`src/rtl/seg_pkg.sv`:
```
// seg_pkg: shared constants for the seven-segment scan driver.
//   SEG_BLANK  - all segments off (active-low bus)
//   SEG_TABLE  - hex nibble to {dp,g,f,e,d,c,b,a} active-low pattern, dp off
//   hex2seg()  - table lookup with the decimal point merged into bit 7
package seg_pkg;

  localparam logic [7:0] SEG_BLANK = 8'hFF;

  // Entry 15 is listed first, so SEG_TABLE[n] is the pattern for nibble n.
  localparam logic [15:0][7:0] SEG_TABLE = {
    8'h8E, 8'h86, 8'hA1, 8'hC6, 8'h83, 8'h88, 8'h90, 8'h80,
    8'hF8, 8'h82, 8'h92, 8'h99, 8'hB0, 8'hA4, 8'hF9, 8'hC0
  };

  function automatic logic [7:0] hex2seg(input logic [3:0] nibble, input logic dp);
    logic [7:0] s;
    s    = SEG_TABLE[nibble];
    s[7] = s[7] & ~dp;
    return s;
  endfunction

endpackage

```
`src/rtl/seg_decoder.sv`:
```
// seg_decoder: combinational nibble + dp + blank to active-low segment pattern.
// Ports:
//   nibble_i  in  4  hex value to show
//   dp_i      in  1  decimal point lit
//   blank_i   in  1  force all segments (dp included) off
//   seg_c_o   out 8  {dp,g,f,e,d,c,b,a}, active-low, combinational
module seg_decoder
  import seg_pkg::*;
(
  input  logic [3:0] nibble_i,
  input  logic       dp_i,
  input  logic       blank_i,
  output logic [7:0] seg_c_o
);

  always_comb begin
    seg_c_o = SEG_BLANK;
    if (!blank_i) seg_c_o = hex2seg(nibble_i, dp_i);
  end

endmodule

```
`src/rtl/seg_scan_display.sv`:
```
// seg_scan_display: time-multiplexed multi-digit seven-segment scan driver.
// A free-running prescaler defines digit slots; data/dp are snapshotted once
// per frame, segments are dimmed by a duty window and registered.
// Optional leading-zero blanking is built when SEG_SCAN_LZB_EN is defined.
// Ports:
//   clk, rst_n  clock, asynchronous active-low reset
//   data        in  4*DIGITS  nibble i at data[4i+3:4i]
//   dp          in  DIGITS    decimal point per digit, 1 = lit
//   bright      in  4         duty level, 15 = full
//   lzb         in  1         leading-zero blanking request
//   which       out SEL_W     selected digit
//   count       out DIV_W     prescaler value
//   digit       out 4         shadow nibble at which (combinational from registers)
//   seg         out 8         registered active-low segment bus
//   frame       out 1         one-clock pulse when which wraps to 0
module seg_scan_display
  import seg_pkg::*;
#(
  parameter int unsigned DIGITS = 8,
  parameter int unsigned DIV_W  = 15,
  parameter int unsigned SEL_W  = $clog2(DIGITS)
) (
  input  logic                  clk,
  input  logic                  rst_n,
  input  logic [4*DIGITS-1:0]   data,
  input  logic [DIGITS-1:0]     dp,
  input  logic [3:0]            bright,
  input  logic                  lzb,
  output logic [SEL_W-1:0]      which,
  output logic [DIV_W-1:0]      count,
  output logic [3:0]            digit,
  output logic [7:0]            seg,
  output logic                  frame
);

  localparam logic [SEL_W-1:0] LAST_SEL = SEL_W'(DIGITS - 1);

  logic [DIV_W-1:0]    count_q, count_d;
  logic [SEL_W-1:0]    which_q, which_d;
  logic [4*DIGITS-1:0] data_q,  data_d;
  logic [DIGITS-1:0]   dp_q,    dp_d;
  logic [7:0]          seg_q,   seg_d;
  logic                frame_q, frame_d;

  logic tick, wrap, lit, lzb_blank;

  // Prescaler, digit select and per-frame snapshot of data/dp.
  always_comb begin
    tick    = &count_q;
    wrap    = tick && (which_q == LAST_SEL);
    count_d = count_q + DIV_W'(1);
    which_d = which_q;
    data_d  = data_q;
    dp_d    = dp_q;
    frame_d = wrap;
    if (tick) which_d = wrap ? '0 : which_q + SEL_W'(1);
    if (wrap) begin
      data_d = data;
      dp_d   = dp;
    end
  end

  assign digit = data_q[{which_q, 2'b00} +: 4];

  // Duty window: top nibble of the prescaler against the brightness level.
  assign lit = (count_q[DIV_W-1 -: 4] <= bright);

`ifdef SEG_SCAN_LZB_EN
  // Highest nonzero shadow nibble; digit 0 is never above it.
  logic [SEL_W-1:0] msnz;
  always_comb begin
    msnz = '0;
    for (int unsigned i = 1; i < DIGITS; i++) begin
      if (data_q[4*i +: 4] != 4'h0) msnz = SEL_W'(i);
    end
  end
  assign lzb_blank = lzb && (which_q > msnz);
`else
  logic unused_lzb;
  assign unused_lzb = lzb;
  assign lzb_blank  = 1'b0;
`endif

  seg_decoder u_dec (
    .nibble_i (digit),
    .dp_i     (dp_q[which_q]),
    .blank_i  (lzb_blank || !lit),
    .seg_c_o  (seg_d)
  );

  always_ff @(posedge clk or negedge rst_n) begin
    if (!rst_n) begin
      count_q <= '0;
      which_q <= '0;
      data_q  <= '0;
      dp_q    <= '0;
      seg_q   <= SEG_BLANK;
      frame_q <= 1'b0;
    end else begin
      count_q <= count_d;
      which_q <= which_d;
      data_q  <= data_d;
      dp_q    <= dp_d;
      seg_q   <= seg_d;
      frame_q <= frame_d;
    end
  end

  assign which = which_q;
  assign count = count_q;
  assign seg   = seg_q;
  assign frame = frame_q;

endmodule

```
`config.mk`:
```
export PLATFORM = sky130hd
export DESIGN_NAME = seg_scan_display
export DESIGN_NICKNAME = d
export VERILOG_FILES = /design/src/rtl/seg_pkg.sv /design/src/rtl/seg_decoder.sv /design/src/rtl/seg_scan_display.sv
export SDC_FILE = /design/constraint.sdc
export NUM_CORES = 1
export LEC_CHECK = 0
export ABC_AREA = 1
export CAP_MARGIN = 10
export CORE_MARGIN = 2
export CORE_UTILIZATION = 51
export CTS_BUF_LIST = sky130_fd_sc_hd__clkbuf_16
export CTS_CLUSTER_SIZE = 16
export DETAILED_ROUTE_END_ITERATION = 16
export HOLD_SLACK_MARGIN = 0.06
export PLACE_DENSITY = 0.86
export SLEW_MARGIN = 20
export SYNTH_ARGS = -nofsm -noshare
export SYNTH_HDL_FRONTEND = slang
export SYNTH_HIERARCHICAL = 1
export SYNTH_SLANG_ARGS = --single-unit
export TNS_END_PERCENT = 20
```
`constraint.sdc`:
```
create_clock -name clk -period 2.2 [get_ports clk]
set_clock_uncertainty 0.05 [all_clocks]
set_input_delay 0.44 -clock clk [delete_from_list [all_inputs] [get_ports clk]]
set_output_delay 0.44 -clock clk [all_outputs]
set_load 0.01 [all_outputs]
```
Word-level counts from Yosys, hierarchy flattened
Memories as Yosys holds them, arrays and structs flattened.
Index checks and enable logic that the tools add are counted.
{"block": "word_totals", "register_bits": 67, "output_inout_bits": 31, "word_cells": 23, "in_bits": 47, "memories": 1, "rom_bits": 128}
{"memory": "(no name shown)", "words": 16, "width": 8, "rd": 1, "rd_clocked_by_memory_dff": 0, "write_ports": 0, "line": "seg_pkg.sv:17", "source": "s = SEG_TABLE[nibble];"}
{"block": "classes", "shift": 1, "eq_ne": 1, "add_sub_neg": 2, "n_reduce_logical": 2, "muxes": 5, "bitwise": 2, "magnitude_cmp": 3}
{"cell": "32-bit by 6-bit indexed part select with 4-bit output", "count": 1}
{"cell": "8-bit 2-to-1 mux", "count": 2}
{"cell": "15-bit by 1-bit adder with 15-bit output (second input constant)", "count": 1}
{"cell": "15-bit AND reduction", "count": 1}
{"cell": "4-bit by 5-bit less-than comparator with 1-bit output (second input constant)", "count": 1}
{"cell": "4-bit less-or-equal comparator", "count": 1}
{"cell": "3-bit by 4-bit less-than comparator with 1-bit output (second input constant)", "count": 1}
{"cell": "3-bit by 1-bit adder with 3-bit output (second input constant)", "count": 1}
{"cell": "1-bit binary-select mux with 3-bit select", "count": 1}
{"cell": "3-bit == test (second input constant)", "count": 1}
{"cell": "3-bit 2-to-1 mux", "count": 1}
{"cell": "1-bit bitwise AND", "count": 1}
{"cell": "1-bit logical AND", "count": 1}
{"cell": "1-bit 2-to-1 mux", "count": 1}
{"cell": "1-bit NOT", "count": 1}

Depth between registers and ports, before layout
{"block": "depth", "ltp_word": 5, "ltp_mapped": 13, "depth_no_buf": 12}

Hierarchy
The synthesis kept the hierarchy.
{"mod": "seg_scan_display", "cells_per_inst": 380, "instances": 1, "seq_area_each_um2": 1686.6, "area_each_um2": 3224.3}
{"mod": "seg_decoder", "cells_per_inst": 52, "instances": 1, "seq_area_each_um2": 0.0, "area_each_um2": 296.5}

Worst setup path before layout
Ideal clock, no wire load.
{"block": "synth_path", "kind": "flip-flop to flip-flop", "from": "register which_q[1], in the netlist which[1]", "to": "register seg_q[3], in the netlist seg[3]", "t_required_ns": 2.086, "stages_incl_launch_ff": 12, "slack_ns": 0.175, "t_arrival_ns": 1.910, "setup_time_ns": 0.064, "period_less_slack_ns": 2.025, "n_path_buf": 2, "cell_sequence": "dfrtp_1 > clkbuf_1 > buf_2 > o21ai_0 > o21ai_0 > nand2_1 > nand2_1 > inv_1 > ha_1 > nand2_1 > nand3_1 > nand3_1"}
{"block": "synth_between", "elab_chain_cells": 4}
{"element": "from (decl)", "line": "seg_scan_display.sv:39", "source": "logic [SEL_W-1:0] which_q, which_d;"}
{"element": "from (signal assigned)", "line": "seg_scan_display.sv:101", "source": "which_q <= which_d;"}
{"element": "32-bit by 6-bit indexed part select with 4-bit output", "line": "seg_scan_display.sv:63", "source": "assign digit = data_q[{which_q, 2'b00} +: 4];"}
{"element": "net digit[0]", "line": "seg_scan_display.sv:31", "source": "output logic [3:0] digit,"}
{"element": "memory 16 x 8 bit"}
{"element": "8-bit 2-to-1 mux (implied by the code)", "line": "seg_pkg.sv:17"}
{"element": "8-bit 2-to-1 mux", "line": "seg_decoder.sv:18", "source": "if (!blank_i) seg_c_o = hex2seg(nibble_i, dp_i);"}
{"element": "net seg_d[3]", "line": "seg_scan_display.sv:42", "source": "logic [7:0] seg_q, seg_d;"}
{"element": "to (signal assigned)", "line": "seg_scan_display.sv:104", "source": "seg_q <= seg_d;"}
{"element": "to (decl)", "line": "seg_scan_display.sv:42"}
The timed path passes the listed nets, and every way through them passes these cells. The select of a mux whose other input is x is not followed.
A chain may end at the register's enable or synchronous reset.

Final worst setup path
{"block": "layout_path", "from": "register which_q[0], in the netlist which[0]", "to": "output port digit[0]"}
{"block": "layout_between", "elab_chain_cells": 1}
{"element": "32-bit by 6-bit indexed part select with 4-bit output", "line": "seg_scan_display.sv:63"}
{"element": "to (decl)", "line": "seg_scan_display.sv:31"}
No other way between the ends.

==> impl_results.md <==
* Main synth FF type: dfrtp_1
* Crit path kind: reg -> out
* DR iter-0 viols at approximately 200
* Io pins at 78
* DR DRC count at 0
* TritonRoute pass-1 iters at 4
* Top-count cell post-synth: nand2_1
* Synth cell types at 26
* H-tree lvl count at 3
* Worst skew pair latency at 0.33 ns
* # nets final at 575
* Crit-path max cell delay at 0.39 ns
* Row cnt at 30
* Congestion Overflow GR at 0
* Post-Syn Nets at between 400 and 500
* Die height at 87.1 um
* Worst R2R End: seg[3]
* Setup Viol. Count Final at 0
* Crit path buf inv count at 3
* Async SR Flop Fraction at 100%
* DRT antenna net count at 0
* Worst reg2reg path depth at 12
* FF-to-FF setup slack at 0.19 ns
* Detailed-placement wirelength estimate at 5.78 mm
* Pins Over Slew Limit at 0
* Register bit count reported by yosys at 67
* Status: complete, no violations
* Max cap viols at 0
* Slowest-stage cell, CP: dfrtp_1
* Largest net degree at the start of global routing at 68
* Core box area at ~6700 um^2
* Critical path startpoint: which[0]
* Yosys top cell by area: dfrtp_1
* Reg2reg start: which[0]
* Placed Cells at 582
* Fmax at 0.457 GHz
* Die width at just under 90 um
* Via count at 3116
* Startpoint type of the worst setup path: register
* RSZ-0062 raised after global routing: yes
* Post-Synthesis Cells at 432
* First-pass GRT wire length at 13.1 mm
* Cell Pwr Density at 562 nW/um^2
* Post-synth top cells: 137 x nand2_1, 65 x nand3_1, 59 x dfrtp_1, 48 x nor2_1, 26 x o21ai_0
* Routed length per instance at approximately 13 um
* Area contributors post-synth: dfrtp_1 42%, nand2_1 15%, nand3_1 9.2%
* Sequential share of the synthesized area at around 48%
* Layout cells sized above 1 at under 10%
* Placer Congestion at around 0.86
* CTS buffer count at 9
* Crit path DAT at between 1.5 and 2 ns
* Synth top area share at 41.9%
* Worst-margin pin slew at 0.454 ns
* CTS tree: done
* Clock sinks at 67
* Post-layout minimum cycle time at between 2 and 2.5 ns
* Fin crit share at between 90% and 100%
* Post-Syn Area per Cell at 8.15 um^2
* Non-Filler Instances at 598
* Crit path top cell by count: nand2_1
* Leak pwr at around 0.0022 uW
* Crit-path leading delay family: buffers and inverters
* CP max FO at 13
* Clock Tree Buf Depth at 2
* CP required at 1.71 ns
* DR vias/cell at 5.21
* Post-CTS Hold Buffers at 0
* CP Capture Type: output port
* Antenna violations before repair at 0
* Area Overhead vs Synth at 30.4%
* Post-layout instance area at around 4600 um^2
* Final WL at 8.06 mm
* Antenna diodes at 0
* Gr usage total at 22.4%
* Ys Warns at 6
* Die area at 7580 um^2
* Placed cell areas at 4330 um^2
* Relative slew slack at 69.7%
* Mapped cell area at 3520 um^2
* Worst path cell trace: inv_1 -> buf_4 -> o21ai_0 -> nand2_1 -> nand2_1 -> nand2_1 -> dlygate4sd2_1
* Post-synth EDFFs at 0
* Worst hold path type: in -> async
* Number of global-route vias before repair at 2954
* Peak supply drop at 451 uV
* Starting Density at a little over half
* CTS clk-pin slew, worst paths at 0.05 ns
* I/O Buffers at between 70 and 80
* Root Driver: clkbuf_16
* Fin. Hold Viols at 0
flip-flops by register name, indices dropped and copies added (netlist names):
register,count
seg,8
frame,1
data_q,32
which,3
count,15
dp_q,8
metal layers:
metal  routed length [um]  global-route usage, %  up-vias
met5                    0                      0        -
met4                  127                   8.67        0
met3                  442                   4.08       11
met2                 4120                   38.8       88
met1                 3370                   27.8     1477
li1                     -                      -     1540
kinds of logic after synthesis:
family | synth area share [%]
simple gates | 31.8
flops | 47.9
buf+inv | 8.03
compound gates | 4.80
fa+ha+maj | 4.98
xor+xnor | 2.49
where the power goes:
| group | leakage [uW] | internal [uW] | total [uW] | switching [uW] |
|---|---|---|---|---|
| sequential | 0.000684 | 1240 | 1240 | 0.593 |
| combinational | 0.00136 | 79.5 | 122 | 42.4 |
| clock | 0.000133 | 735 | 1220 | 482 |
| total | 0.00218 | 2050 | 2580 | 525 |
what timing repair did:
item,in CTS,in global routing
endpoints found under the setup margin,4,6
resized for setup,3,14
buffers inserted,1,0
gates cloned,0,0
cell type report:
type / count / area, um^2
fill: 526 / 2130
sequential: 67 / 1690
multi-input combinational: 318 / 1550
timing repair buffer: 92 / 900
clock buffer: 9 / 225
tap: 80 / 100
inverter: 26 / 97.6
clock inverter: 6 / 27.5
stage by stage:
stage	setup TNS, ns	utilization, %	setup slack [ns]	power [uW]	hold slack (ns)
after global routing	-0.155	68.3	-0.0938	2660	0.104
after global placement	0	64.4	0.0969	1380	0.400
final	0	68.3	0.00976	2580	0.0748
after floorplan	0	-	0.175	1270	0.0944
after CTS	-0.276	68.2	-0.234	2600	0.0890
after detailed placement	0	64.4	0.0634	1380	0.403
worst max path at each step:
stage,to,depth (start not counted),slack (ns)
global route,digit[0],7,-0.09
global placement,digit[2],7,0.1
floorplan,seg[3],11,0.18
finish,digit[0],7,0.01
CTS,digit[2],8,-0.23
detailed placement,digit[1],7,0.06
worst reg2reg max path, cell delays in order (launching register included):
cell and delay, ns:
dfrtp_1 0.39, inv_1 0.07, buf_4 0.18, o21ai_0 0.21, nand2_1 0.08, nand2_1 0.06
nand2_1 0.09, buf_4 0.17, inv_1 0.14, ha_1 0.28, nand2_1 0.06, nand3_1 0.08
nand3_1 0.09
cells in the final DEF, fill, tap and decap left out, types with 8 or more instances in the layout:
| cell | instances |
|---|---|
| buf_4 | 13 |
| dfstp_2 | 8 |
| o21ai_0 | 17 |
| ha_1 | 14 |
| nand2_1 | 137 |
| nand3_1 | 65 |
| nor2_1 | 47 |
| clkdlybuf4s50_1 | 71 |
| inv_1 | 27 |
| o21ai_1 | 11 |
| clkbuf_16 | 9 |
| dfrtp_1 | 59 |
(Power assumes the default switching activity.)
